[config.mk]
export PLATFORM = sky130hd
export DESIGN_NAME = mod_mixcolumns_iter
export DESIGN_NICKNAME = d
export VERILOG_FILES = /design/src/rtl/mod_mixcolumns_iter.sv
export SDC_FILE = /design/constraint.sdc
export NUM_CORES = 1
export LEC_CHECK = 0
export ABC_AREA = 1
export BUFFER_PORTS_ARGS = -buffer_cell sky130_fd_sc_hd__buf_4
export CORE_MARGIN = 5
export CORE_UTILIZATION = 55
export DETAILED_ROUTE_END_ITERATION = 8
export PLACE_DENSITY = 0.77
export SLEW_MARGIN = 20
export SYNTH_ARGS = -nofsm -noshare
export SYNTH_HDL_FRONTEND = slang
export SYNTH_SLANG_ARGS = --single-unit
[constraint.sdc]
create_clock -name clk -period 3.95 [get_ports clk]
set_input_delay 0.5925 -clock clk [delete_from_list [all_inputs] [get_ports clk]]
set_output_delay 0.5925 -clock clk [all_outputs]
set_load 0.02 [all_outputs]
[src/rtl/mod_mixcolumns_iter.sv]
// Iterative AES MixColumns / InvMixColumns stage with bypass for the final round.
// Transforms COLS_PER_CYCLE columns per clock and hands the full state over a
// valid/ready interface. state_out only ever changes as a whole block.
module mod_mixcolumns_iter #(
  parameter int COLS_PER_CYCLE = 1,
  parameter bit INV_EN         = 1'b1
) (
  input  logic             clk,
  input  logic             reset,
  input  logic             in_valid,
  output logic             in_ready,
  input  logic             mode,
  input  logic             bypass,
  input  logic [15:0][7:0] state_in,
  output logic             out_valid,
  input  logic             out_ready,
  output logic [15:0][7:0] state_out,
  output logic             done,
  output logic             busy
);

  generate
    if (!(COLS_PER_CYCLE == 1 || COLS_PER_CYCLE == 2 || COLS_PER_CYCLE == 4)) begin : g_bad_cols
      $error("mod_mixcolumns_iter: COLS_PER_CYCLE must be 1, 2 or 4");
    end
  endgenerate

  // Counter advance per cycle; with four columns per cycle the first CALC cycle
  // is also the last, so the wrap to zero is harmless.
  localparam logic [1:0] STEP     = 2'(COLS_PER_CYCLE % 4);
  localparam logic [1:0] LAST_CNT = 2'(4 - COLS_PER_CYCLE);

  typedef enum logic [1:0] {IDLE, CALC, DONE} state_e;

  state_e           state_q, state_d;
  logic [1:0]       cnt_q, cnt_d;
  logic             out_valid_q, out_valid_d;
  logic             done_q, done_d;
  logic [15:0][7:0] state_out_q, state_out_d;
  logic [15:0][7:0] work_q;
  logic [15:0][7:0] buf_q, buf_d;
  logic             bypass_q;
  logic             inv_sel;
  logic             accept;

  // Multiply by x in GF(2^8) modulo x^8+x^4+x^3+x+1.
  function automatic logic [7:0] xtime(input logic [7:0] b);
    return {b[6:0], 1'b0} ^ (b[7] ? 8'h1b : 8'h00);
  endfunction

  // One column through forward, inverse or bypass; coefficients from xtime chains.
  function automatic logic [3:0][7:0] col_xform(input logic [3:0][7:0] a,
                                                input logic inv, input logic byp);
    logic [3:0][7:0] x2, x4, x8, m9, mb, md, me, b;
    for (int i = 0; i < 4; i++) begin
      x2[i] = xtime(a[i]);
      x4[i] = xtime(x2[i]);
      x8[i] = xtime(x4[i]);
      m9[i] = x8[i] ^ a[i];
      mb[i] = x8[i] ^ x2[i] ^ a[i];
      md[i] = x8[i] ^ x4[i] ^ a[i];
      me[i] = x8[i] ^ x4[i] ^ x2[i];
    end
    for (int r = 0; r < 4; r++) begin
      if (byp) begin
        b[r] = a[r];
      end else if (inv) begin
        b[r] = me[r] ^ mb[(r + 1) % 4] ^ md[(r + 2) % 4] ^ m9[(r + 3) % 4];
      end else begin
        b[r] = x2[r] ^ x2[(r + 1) % 4] ^ a[(r + 1) % 4] ^ a[(r + 2) % 4] ^ a[(r + 3) % 4];
      end
    end
    return b;
  endfunction

  assign in_ready  = (state_q == IDLE) || (state_q == DONE && out_ready);
  assign accept    = in_valid && in_ready;
  assign busy      = (state_q != IDLE);
  assign out_valid = out_valid_q;
  assign done      = done_q;
  assign state_out = state_out_q;

  // Mode is only kept when the inverse datapath exists.
  generate
    if (INV_EN) begin : g_inv
      logic mode_q;
      // Capture the direction of the accepted block.
      always_ff @(posedge clk) begin
        if (accept) mode_q <= mode;
      end
      assign inv_sel = mode_q;
    end else begin : g_fwd_only
      logic unused_mode;
      assign unused_mode = mode;
      assign inv_sel     = 1'b0;
    end
  endgenerate

  // Transform the columns selected by the counter into the result buffer.
  always_comb begin
    // NOTE: every combinational output gets a default first so no path infers a latch.
    buf_d = buf_q;
    if (state_q == CALC) begin
      for (int k = 0; k < COLS_PER_CYCLE; k++) begin
        buf_d[4 * int'(cnt_q + 2'(k)) +: 4] =
          col_xform(work_q[4 * int'(cnt_q + 2'(k)) +: 4], inv_sel, bypass_q);
      end
    end
  end

  // Next-state and output-register logic for IDLE -> CALC -> DONE.
  always_comb begin
    state_d     = state_q;
    cnt_d       = cnt_q;
    out_valid_d = out_valid_q;
    done_d      = 1'b0;
    state_out_d = state_out_q;
    unique case (state_q)
      IDLE: begin
        if (accept) begin
          state_d = CALC;
          cnt_d   = 2'd0;
        end
      end
      CALC: begin
        cnt_d = cnt_q + STEP;
        if (cnt_q == LAST_CNT) begin
          state_d     = DONE;
          out_valid_d = 1'b1;
          done_d      = 1'b1;
          state_out_d = buf_d;
        end
      end
      DONE: begin
        if (out_ready) begin
          out_valid_d = 1'b0;
          if (accept) begin
            state_d = CALC;
            cnt_d   = 2'd0;
          end else begin
            state_d = IDLE;
          end
        end
      end
      default: state_d = IDLE;
    endcase
  end

  // Control and visible output registers; reset drops any in-flight block.
  always_ff @(posedge clk or negedge reset) begin
    // NOTE: sequential state uses non-blocking assignments so all registers update together.
    if (!reset) begin
      state_q     <= IDLE;
      cnt_q       <= 2'd0;
      out_valid_q <= 1'b0;
      done_q      <= 1'b0;
      state_out_q <= '0;
    end else begin
      state_q     <= state_d;
      cnt_q       <= cnt_d;
      out_valid_q <= out_valid_d;
      done_q      <= done_d;
      state_out_q <= state_out_d;
    end
  end

  // Working copy of the accepted block and the partial result buffer.
  always_ff @(posedge clk) begin
    // NOTE: datapath storage is left unreset; the FSM never exposes it before it is written.
    if (accept) begin
      work_q   <= state_in;
      bypass_q <= bypass;
    end
    buf_q <= buf_d;
  end

endmodule

==> results of run 1 <==
## cell type report
cell class                 count  share of cell area
sequential                   392               0.408
clock buffer                  59              0.0465
tap                          468              0.0243
timing repair buffer         329               0.107
clock inverter                13             0.00431
inverter                     115              0.0183
multi-input combinational   1913               0.391
## logic make-up (layout without fill, tap and decap cells)
kind of cell             Yosys count  count (layout)  synth area share
XOR/XNOR                         205             205             0.102
AO/OA/AOI/OAI                    119             119            0.0331
flip-flops                       392             392             0.486
buffers and inverters            223             516            0.0494
adder cells (fa/ha/maj)            6               6           0.00372
AND/OR/NAND/NOR                 1583            1583             0.326
## stage by stage
| stage | util | area, µm² | setup slack, ns | hold WS, ns | std cells |
|---|---|---|---|---|---|
| 3_3_place_gp | 0.626 | 22800 | 0.370 | 0.430 | 3216 |
| 3_5_place_dp | 0.626 | 22800 | 0.317 | 0.435 | 3216 |
| 6_report | 0.661 | 24100 | 0.215 | 0.160 | 3289 |
| 4_1_cts | 0.660 | 24000 | 0.270 | 0.179 | 3288 |
| 5_1_grt | 0.661 | 24100 | 0.00202 | 0.192 | 3289 |
| 2_1_floorplan | - | 20200 | 0.655 | 0.297 | 2528 |
## sequential cells by signal (all words and copies together), names as in the netlist, 2 cells and up
register	flops
work_q	128
buf_q	128
state_q	2
cnt_q	2
state_out	128
## cell usage in the layout (no fill, tap or decap), types with 8 or more instances in the layout
cell type  count
a21oi_1       15
buf_12         9
buf_4        319
clkbuf_1      13
clkbuf_16     40
clkinv_2       8
dfrtp_1      132
dfxtp_1      128
edfxtp_1     130
inv_1         93
inv_2         14
nand2_1     1210
nand2_2       46
nand2_4        8
nand3_1      216
nand4_1       50
nor2_1        28
o21ai_0       62
o21ai_1       22
xnor2_1       73
xnor2_2       10
xor2_1       107
xor2_2         8
## worst max path at each step
stage / end / slack [ns] / cells past startpoint
after floorplan: bypass_q / 0.65 / 4
after global placement: state_out[110] / 0.37 / 18
after detailed placement: state_out[46] / 0.32 / 18
after CTS: state_out[46] / 0.27 / 18
after global routing: state_out[36] / 0.002 / 20
final: state_out[57] / 0.22 / 21
## timing repair
action / 4_1_cts / 5_1_grt
setup buffers: 0 / 1
resized for setup: 0 / 3
setup endpoints to repair: 0 / 9
## per-layer routing
metal,wire length [µm],track usage,part of all wire,up-vias
met3,5520,0.0550,0.084,119
met5,20,0,0.00030,-
met1,27900,0.445,0.42,8474
li1,-,-,-,8555
met4,2270,0.105,0.034,2
met2,30200,0.505,0.46,853
## worst max-delay path: cells and delay by family, from the launching register on
family                 cells  cell delay (ns)
AND/OR/NAND/NOR           13             1.55
flip-flops                 1             0.49
XOR/XNOR                   2             0.46
buffers and inverters      6             1.10
==> results.ini, run 1 <==
[placement]
gp_congestion = 1.02
io_buffers = 265
dp_hpwl_um = 47900

[grt]
grt-ovfl-total = 0
grt_pass1_vias = 17300
grt_pass1_wl_um = 101000
grt.total_usage = 0.318
grt_max_degree = 131
antenna_found_initial = 1

[floorplan]
fp.coreArea_mm2 = 0.0364
ios = 266
die_area_mm2 = 0.0406
initial_core_util = 0.554
fp-row-count = 70
dieHeight_um = 202
die_x_um = 202

[sta]
slew_headroom = 0.301
hold_viol = 0
setup_tns_ns = 0
skew_ns = 0.0181
finalMaxSlewViolations = 0
worst_slew_pin_slew_ns = 1.04
timing.fmax_mhz = 268
fin_crit_ns = 3.73
rsz0062_at_grt = no
period_share = 0.945
setup_viol = 0

[synth]
synthesis.instances = 2528
netlist_top_cells_count = nand2_1, nand3_1, dfrtp_1, edfxtp_1, dfxtp_1
synth_area_leaders = nand2_1, edfxtp_1, dfrtp_1
synth.distinct_cells = 46
synth_area_per_cell_um2 = 7.99
synth_edf_count = 130
yosysSeqAreaShare = 0.486
ys_ff_latch = 392
synth_area_mm2 = 0.0202
synth_async_sr_flop_share = 0.342
yosys.area.top_type = nand2_1
yosys_warnings = 0
yosysTopAreaCellShare = 0.225
synth_ff_type = dfrtp_1
yosysMostFrequentCell = nand2_1
syn_nets = 2668

[critical_path]
reg2reg_depth = 21
r2r_slack_ns = 0.22
crit_top_cell = nand2_1
critical_path_class = reg -> reg
endpoint_kind = flip-flop
cp-start-kind = flip-flop
cp_cell_sequence = inv_2 -> buf_12 -> nand2_1 -> nand3_1 -> nand2_1 -> xnor2_1 -> buf_4 -> inv_1 -> nand2_1 -> nand2_1 -> xor2_1 -> nand3b_1 -> nand3_1 -> nand3_1 -> buf_4 -> nand2_1 -> buf_4 -> nand4_1 -> nand2_1 -> nand2_1 -> nand2_1
startpoint = cnt_q[0]
r2r_start = cnt_q[0]
cp_slowest_cell = dfrtp_4
slowest_delay_ns = 0.49
worstPathMaxFanout = 54
r2r_end = state_out[57]
cp.arrival_ns = 4.22
worstPathRequired_ns = 4.43

[finish]
layout.nets = 2930
ff_latch_area_mm2 = 0.00982
multiInputGateArea_mm2 = 0.00941
syn2layout_area_growth_pct = 19.2
fillers = 2979
drive_gt1_frac = 0.178
diodes = 0

[cts]
worstSkewPairLatency_ns = 0.56
clk_pin_slew_worst_paths_ns = 0.06
ctsHtreeMaxLevel = 2
clk_path_buf_depth = 3
cts_hold_buffers = 0
numClockSinks = 392
cts_buffers = 39
tritoncts = done
root_buffer = clkbuf_16

[route]
num_vias = 18000
totalWireLength_um = 65900
ant_nets = 0
initialDrtViolationCount = 1729
drc_errors = 0
post_drt_wl_per_cell_um = 20.0
vias_per_cell = 5.47
drt_first_pass_iters = 6

[run]
max_cap_viol_count = 0

[hold_path]
hp-class = in -> async

[run_status]
outcome = complete, no violations

Power of run 1 is not shown: default switching activity piles up to over one toggle a cycle in this logic, so the estimate is an artifact.
==> run 2, diff against run 1 <==
--- a/config.mk
+++ b/config.mk
@@ -11,6 +11,7 @@
 export CORE_UTILIZATION = 55
 export DETAILED_ROUTE_END_ITERATION = 8
 export PLACE_DENSITY = 0.77
+export SETUP_SLACK_MARGIN = 0.5
 export SLEW_MARGIN = 20
 export SYNTH_ARGS = -nofsm -noshare
 export SYNTH_HDL_FRONTEND = slang
==> run 2 against run 1 <==
  * Critical path depth stayed put
  * Cell count increased by 0.91%
  * Non-clock buffer count up 28
  * Count of clock-buffer cells in the layout stayed put
  * Die area stayed put
  * Clock skew increased by 0.0013 ns
  * Via count grew 1.6%
  * Final area up 2.7%
  * Setup slack improved by 0.41 ns
  * Worst hold slack barely moved
  * Sequential share of layout area down 1.1 points
  * Critical endpoint is now state_out[70]
==> results.ini, run 2 (synthesis gave the netlist of run 1 again) <==
[route]
drc_errors = 0
num_vias = 18300
totalWireLength_um = 67500
drt_first_pass_iters = 5
initialDrtViolationCount = 1897
post_drt_wl_per_cell_um = 20.3
ant_nets = 0
vias_per_cell = 5.51

[run_status]
outcome = complete, no violations

[finish]
layout_commonest_cell = nand2_1
fillers = 2910
diodes = 0
layout_common_cells = nand2_1, buf_4, nand3_1, dfrtp_1, edfxtp_1
drive_gt1_frac = 0.202
layout.nets = 2960
syn2layout_area_growth_pct = 22.4
instances_no_fill = 3319
fin_area_mm2 = 0.0247

[run]
max_cap_viol_count = 0

[placement]
gp_congestion = 1.02
place_area_mm2 = 0.0228
dp_hpwl_um = 47900
io_buffers = 265
place_inst = 3216

[critical_path]
cp-start-kind = flip-flop
critical_path_class = reg -> reg
worstPathMaxFanout = 27
endpoint_kind = flip-flop
cp_cell_sequence = clkinv_8 -> buf_16 -> nand2_1 -> nand3_1 -> nand2_2 -> buf_4 -> xnor2_2 -> nand2_1 -> nand2_1 -> inv_2 -> nand2_1 -> nand3b_1 -> nand2_1 -> nand3_1 -> nand3_1 -> nand3_1 -> nand2_1 -> nand3_1 -> nand2_1 -> nand2_1 -> nand2_1
worstPathRequired_ns = 4.44
cp_slowest_cell = dfrtp_4
slowest_delay_ns = 0.57
crit_top_cell = nand2_1
cp.arrival_ns = 3.82

[sta]
rsz0062_at_grt = yes
fin_crit_ns = 3.33
slew_headroom = 0.301
timing.fmax_mhz = 300
setup_viol = 0
period_share = 0.843
worst_slew_pin_slew_ns = 1.05
skew_ns = 0.0194
finalMaxSlewViolations = 0
whs_ns = 0.160
hold_viol = 0
setup_tns_ns = 0

[cts]
root_buffer = clkbuf_16
worstSkewPairLatency_ns = 0.56
numClockSinks = 392
cts_buffers = 39
clk_path_buf_depth = 3
ctsHtreeMaxLevel = 2
tritoncts = done
clk_pin_slew_worst_paths_ns = 0.06
cts_hold_buffers = 0

[floorplan]
die_x_um = 202
dieHeight_um = 202
initial_core_util = 0.554
fp-row-count = 70
die_area_mm2 = 0.0406
ios = 266
fp.coreArea_mm2 = 0.0364

[grt]
antenna_found_initial = 0
grt_pass1_wl_um = 102000
grt_pass1_vias = 17400
grt_max_degree = 131
grt.total_usage = 0.319
grt-ovfl-total = 0

[hold_path]
hp-class = in -> async

[run 2: worst paths after layout]
path	to	from	cells past startpoint	slack, ns
max	state_out[70]	cnt_q[0]	21	0.62
min	state_out[2]	reset	1	0.16
max reg2reg	state_out[70]	cnt_q[0]	21	0.62
min reg2reg	buf_q[106]	buf_q[106]	2	0.45
max in group asynchronous	state_out[125]	reset	2	2.97
min in group clk	work_q[65]	state_in[65]	1	0.21
[run 2: per-layer routing]
layer / global-route usage / share of wire
met5: 0 / 0
met3: 0.0533 / 0.092
met4: 0.106 / 0.034
met1: 0.449 / 0.42
met2: 0.507 / 0.46
[run 2: what timing repair did]
| action | CTS | global route |
|---|---|---|
| pin swaps | 3 | 14 |
| gates cloned | 1 | 4 |
| setup buffers | 5 | 21 |
| resized for setup | 10 | 69 |
| setup endpoints to repair | 78 | 157 |
[run 2: cell type report]
class / count / area, µm² / area share
Clock buffer: 59 / 1120 / 0.0453
Clock inverter: 13 / 104 / 0.00420
Inverter: 115 / 465 / 0.0188
Multi-Input combinational cell: 1914 / 9710 / 0.393
Sequential cell: 392 / 9820 / 0.397
Tap cell: 468 / 586 / 0.0237
Timing Repair Buffer: 357 / 2900 / 0.117
Timing Repair inverter: 1 / 8.76 / 0.000354
[run 2: worst max-delay path: cells and delay by family, from the launching register on]
kind	cells	cell delay, ns
xor+xnor	1	0.25
simple gates	16	1.77
buf+inv	4	0.65
flops	1	0.57
[run 2: stage by stage]
stage | utilization | setup WS, ns
2_1_floorplan | - | 0.655
3_3_place_gp | 0.626 | 0.370
3_5_place_dp | 0.626 | 0.317
4_1_cts | 0.663 | 0.487
5_1_grt | 0.678 | 0.459
6_report | 0.678 | 0.621
Power of run 2 is left out for the same reason.
==> run 3, diff against run 2 <==
==> constraint.sdc (replaced) <==
create_clock -name clk -period 3.21 [get_ports clk]
set_input_delay 0.4815 -clock clk [delete_from_list [all_inputs] [get_ports clk]]
set_output_delay 0.4815 -clock clk [all_outputs]
set_load 0.02 [all_outputs]
==> run 3 against run 2 <==
  * The run now ends with negative setup slack left
  * Critical path depth rose by 3
  * Cell count rose by 7.4%
  * Sequential share of layout area fell by 5.4 points
  * Worst hold slack got worse by 0.055 ns
  * Final area rose by 16%
  * Core utilization rose by 11 points
  * Global-route usage rose by 2.7 points
  * Clock skew fell by 0.0011 ns
  * Maximum frequency rose by 3.1%
==> results.ini, run 3 (synthesis gave the netlist of run 1 again) <==
[cts]
worstSkewPairLatency_ns = 0.55
clk_path_buf_depth = 3
clk_pin_slew_worst_paths_ns = 0.06
root_buffer = clkbuf_16
tritoncts = done
cts_buffers = 39
numClockSinks = 392
ctsHtreeMaxLevel = 2

[floorplan]
fp.coreArea_mm2 = 0.0364
ios = 266
fp-row-count = 70
dieHeight_um = 202
initial_core_util = 0.554
die_area_mm2 = 0.0406
die_x_um = 202

[sta]
rsz0062_at_grt = yes
slew_headroom = 0.334
skew_ns = 0.0183
worst_slew_pin_slew_ns = 0.998
setup_viol = 1
finalMaxSlewViolations = 0
worst_slack_ns = -0.0199
period_share = 1.01
fin_crit_ns = 3.23
timing.fmax_mhz = 310
hold_viol = 0
whs_ns = 0.106

[finish]
layout.nets = 3212
syn2layout_area_growth_pct = 41.7
layout_commonest_cell = nand2_1
drive_gt1_frac = 0.351
utilization = 0.785
instances_no_fill = 3566
layout_common_cells = nand2_1, buf_4, nand3_1, dfrtp_1, nand2_2

[route]
ant_nets = 0
vias_per_cell = 5.55
post_drt_wl_per_cell_um = 20.8
num_vias = 19800
totalWireLength_um = 74000
drt_first_pass_iters = 7
initialDrtViolationCount = 1836
drc_errors = 0

[critical_path]
critical_path_class = reg -> reg
cp.arrival_ns = 3.71
endpoint_kind = flip-flop
worstPathRequired_ns = 3.69
worstPathMaxFanout = 7
cp-start-kind = flip-flop

[grt]
grt-ovfl-total = 0
grt_max_degree = 81
antenna_found_initial = 2
grt_pass1_vias = 19100
grt.total_usage = 0.346
grt_pass1_wl_um = 110000

[run_status]
violations = negative setup slack
outcome = complete, but fails checks

[placement]
io_buffers = 265
dp_hpwl_um = 52300
place_inst = 3407
gp_congestion = 1.04

[run]
max_cap_viol_count = 0

[hold_path]
hp-class = in -> reg

run 3: what timing repair did:
item                                    4_1_cts  5_1_grt
endpoints found under the hold margin        59        0
gates resized for setup                     178      294
gates cloned                                  4        1
pin swaps                                    65      113
hold buffers                                  1        0
setup buffers                                42       44
endpoints found under the setup margin      256      258
run 3: worst max-delay path, stage by stage, from the launching register on:
cell	delay, ns
dfrtp_4	0.55
inv_8	0.12
buf_6	0.13
buf_12	0.12
nand2_4	0.04
nand3_2	0.05
nand2_2	0.07
buf_12	0.15
xnor2_4	0.14
buf_6	0.14
xor2_4	0.18
buf_6	0.12
nand2_2	0.06
nand2_4	0.06
inv_2	0.08
nand2_2	0.07
nand2_4	0.08
inv_2	0.04
nand2_2	0.05
nand3_2	0.12
nand2_4	0.14
nand4_1	0.21
o21ai_2	0.26
nand2_1	0.08
nand2_1	0.09
run 3: per-layer routing:
| layer | GRT usage | up-vias | share of wire |
|---|---|---|---|
| met5 | 0 | - | 0 |
| met4 | 0.146 | 0 | 0.047 |
| met3 | 0.0706 | 196 | 0.097 |
| met2 | 0.551 | 1151 | 0.46 |
| met1 | 0.466 | 9324 | 0.39 |
| li1 | - | 9122 | - |
run 3: worst paths after layout:
| check | startpoint | endpoint | slack (ns) | cells after the start |
|---|---|---|---|---|
| setup / recovery | cnt_q[0] | state_out[36] | -0.02 | 24 |
| hold / removal | state_in[112] | work_q[112] | 0.11 | 1 |
| setup reg to reg | cnt_q[0] | state_out[36] | -0.02 | 24 |
| hold reg to reg | buf_q[65] | buf_q[65] | 0.44 | 2 |
| max in group asynchronous | reset | state_out[56] | 1.83 | 3 |
| min in group asynchronous | reset | state_out[18] | 0.52 | 2 |
run 3: cell type report:
type	instances	area, µm²
Antenna cell	1	2.50
Clock buffer	54	1090
Clock inverter	12	93.8
Fill cell	2412	7820
Inverter	115	479
Multi-Input combinational cell	1913	11300
Sequential cell	392	9820
Tap cell	468	586
Timing Repair Buffer	611	5260
run 3: through the flow:
step	worst slack (ns)	setup TNS (ns)	cell area, µm²
3_5_place_dp	-0.334	-3.78	24500
3_3_place_gp	-0.306	-3.43	24500
6_report	-0.0199	-0.0199	28600
2_1_floorplan	0.207	0	20200
5_1_grt	-0.167	-2.73	28600
4_1_cts	0.117	0	26900
Power of run 3 is left out for the same reason.
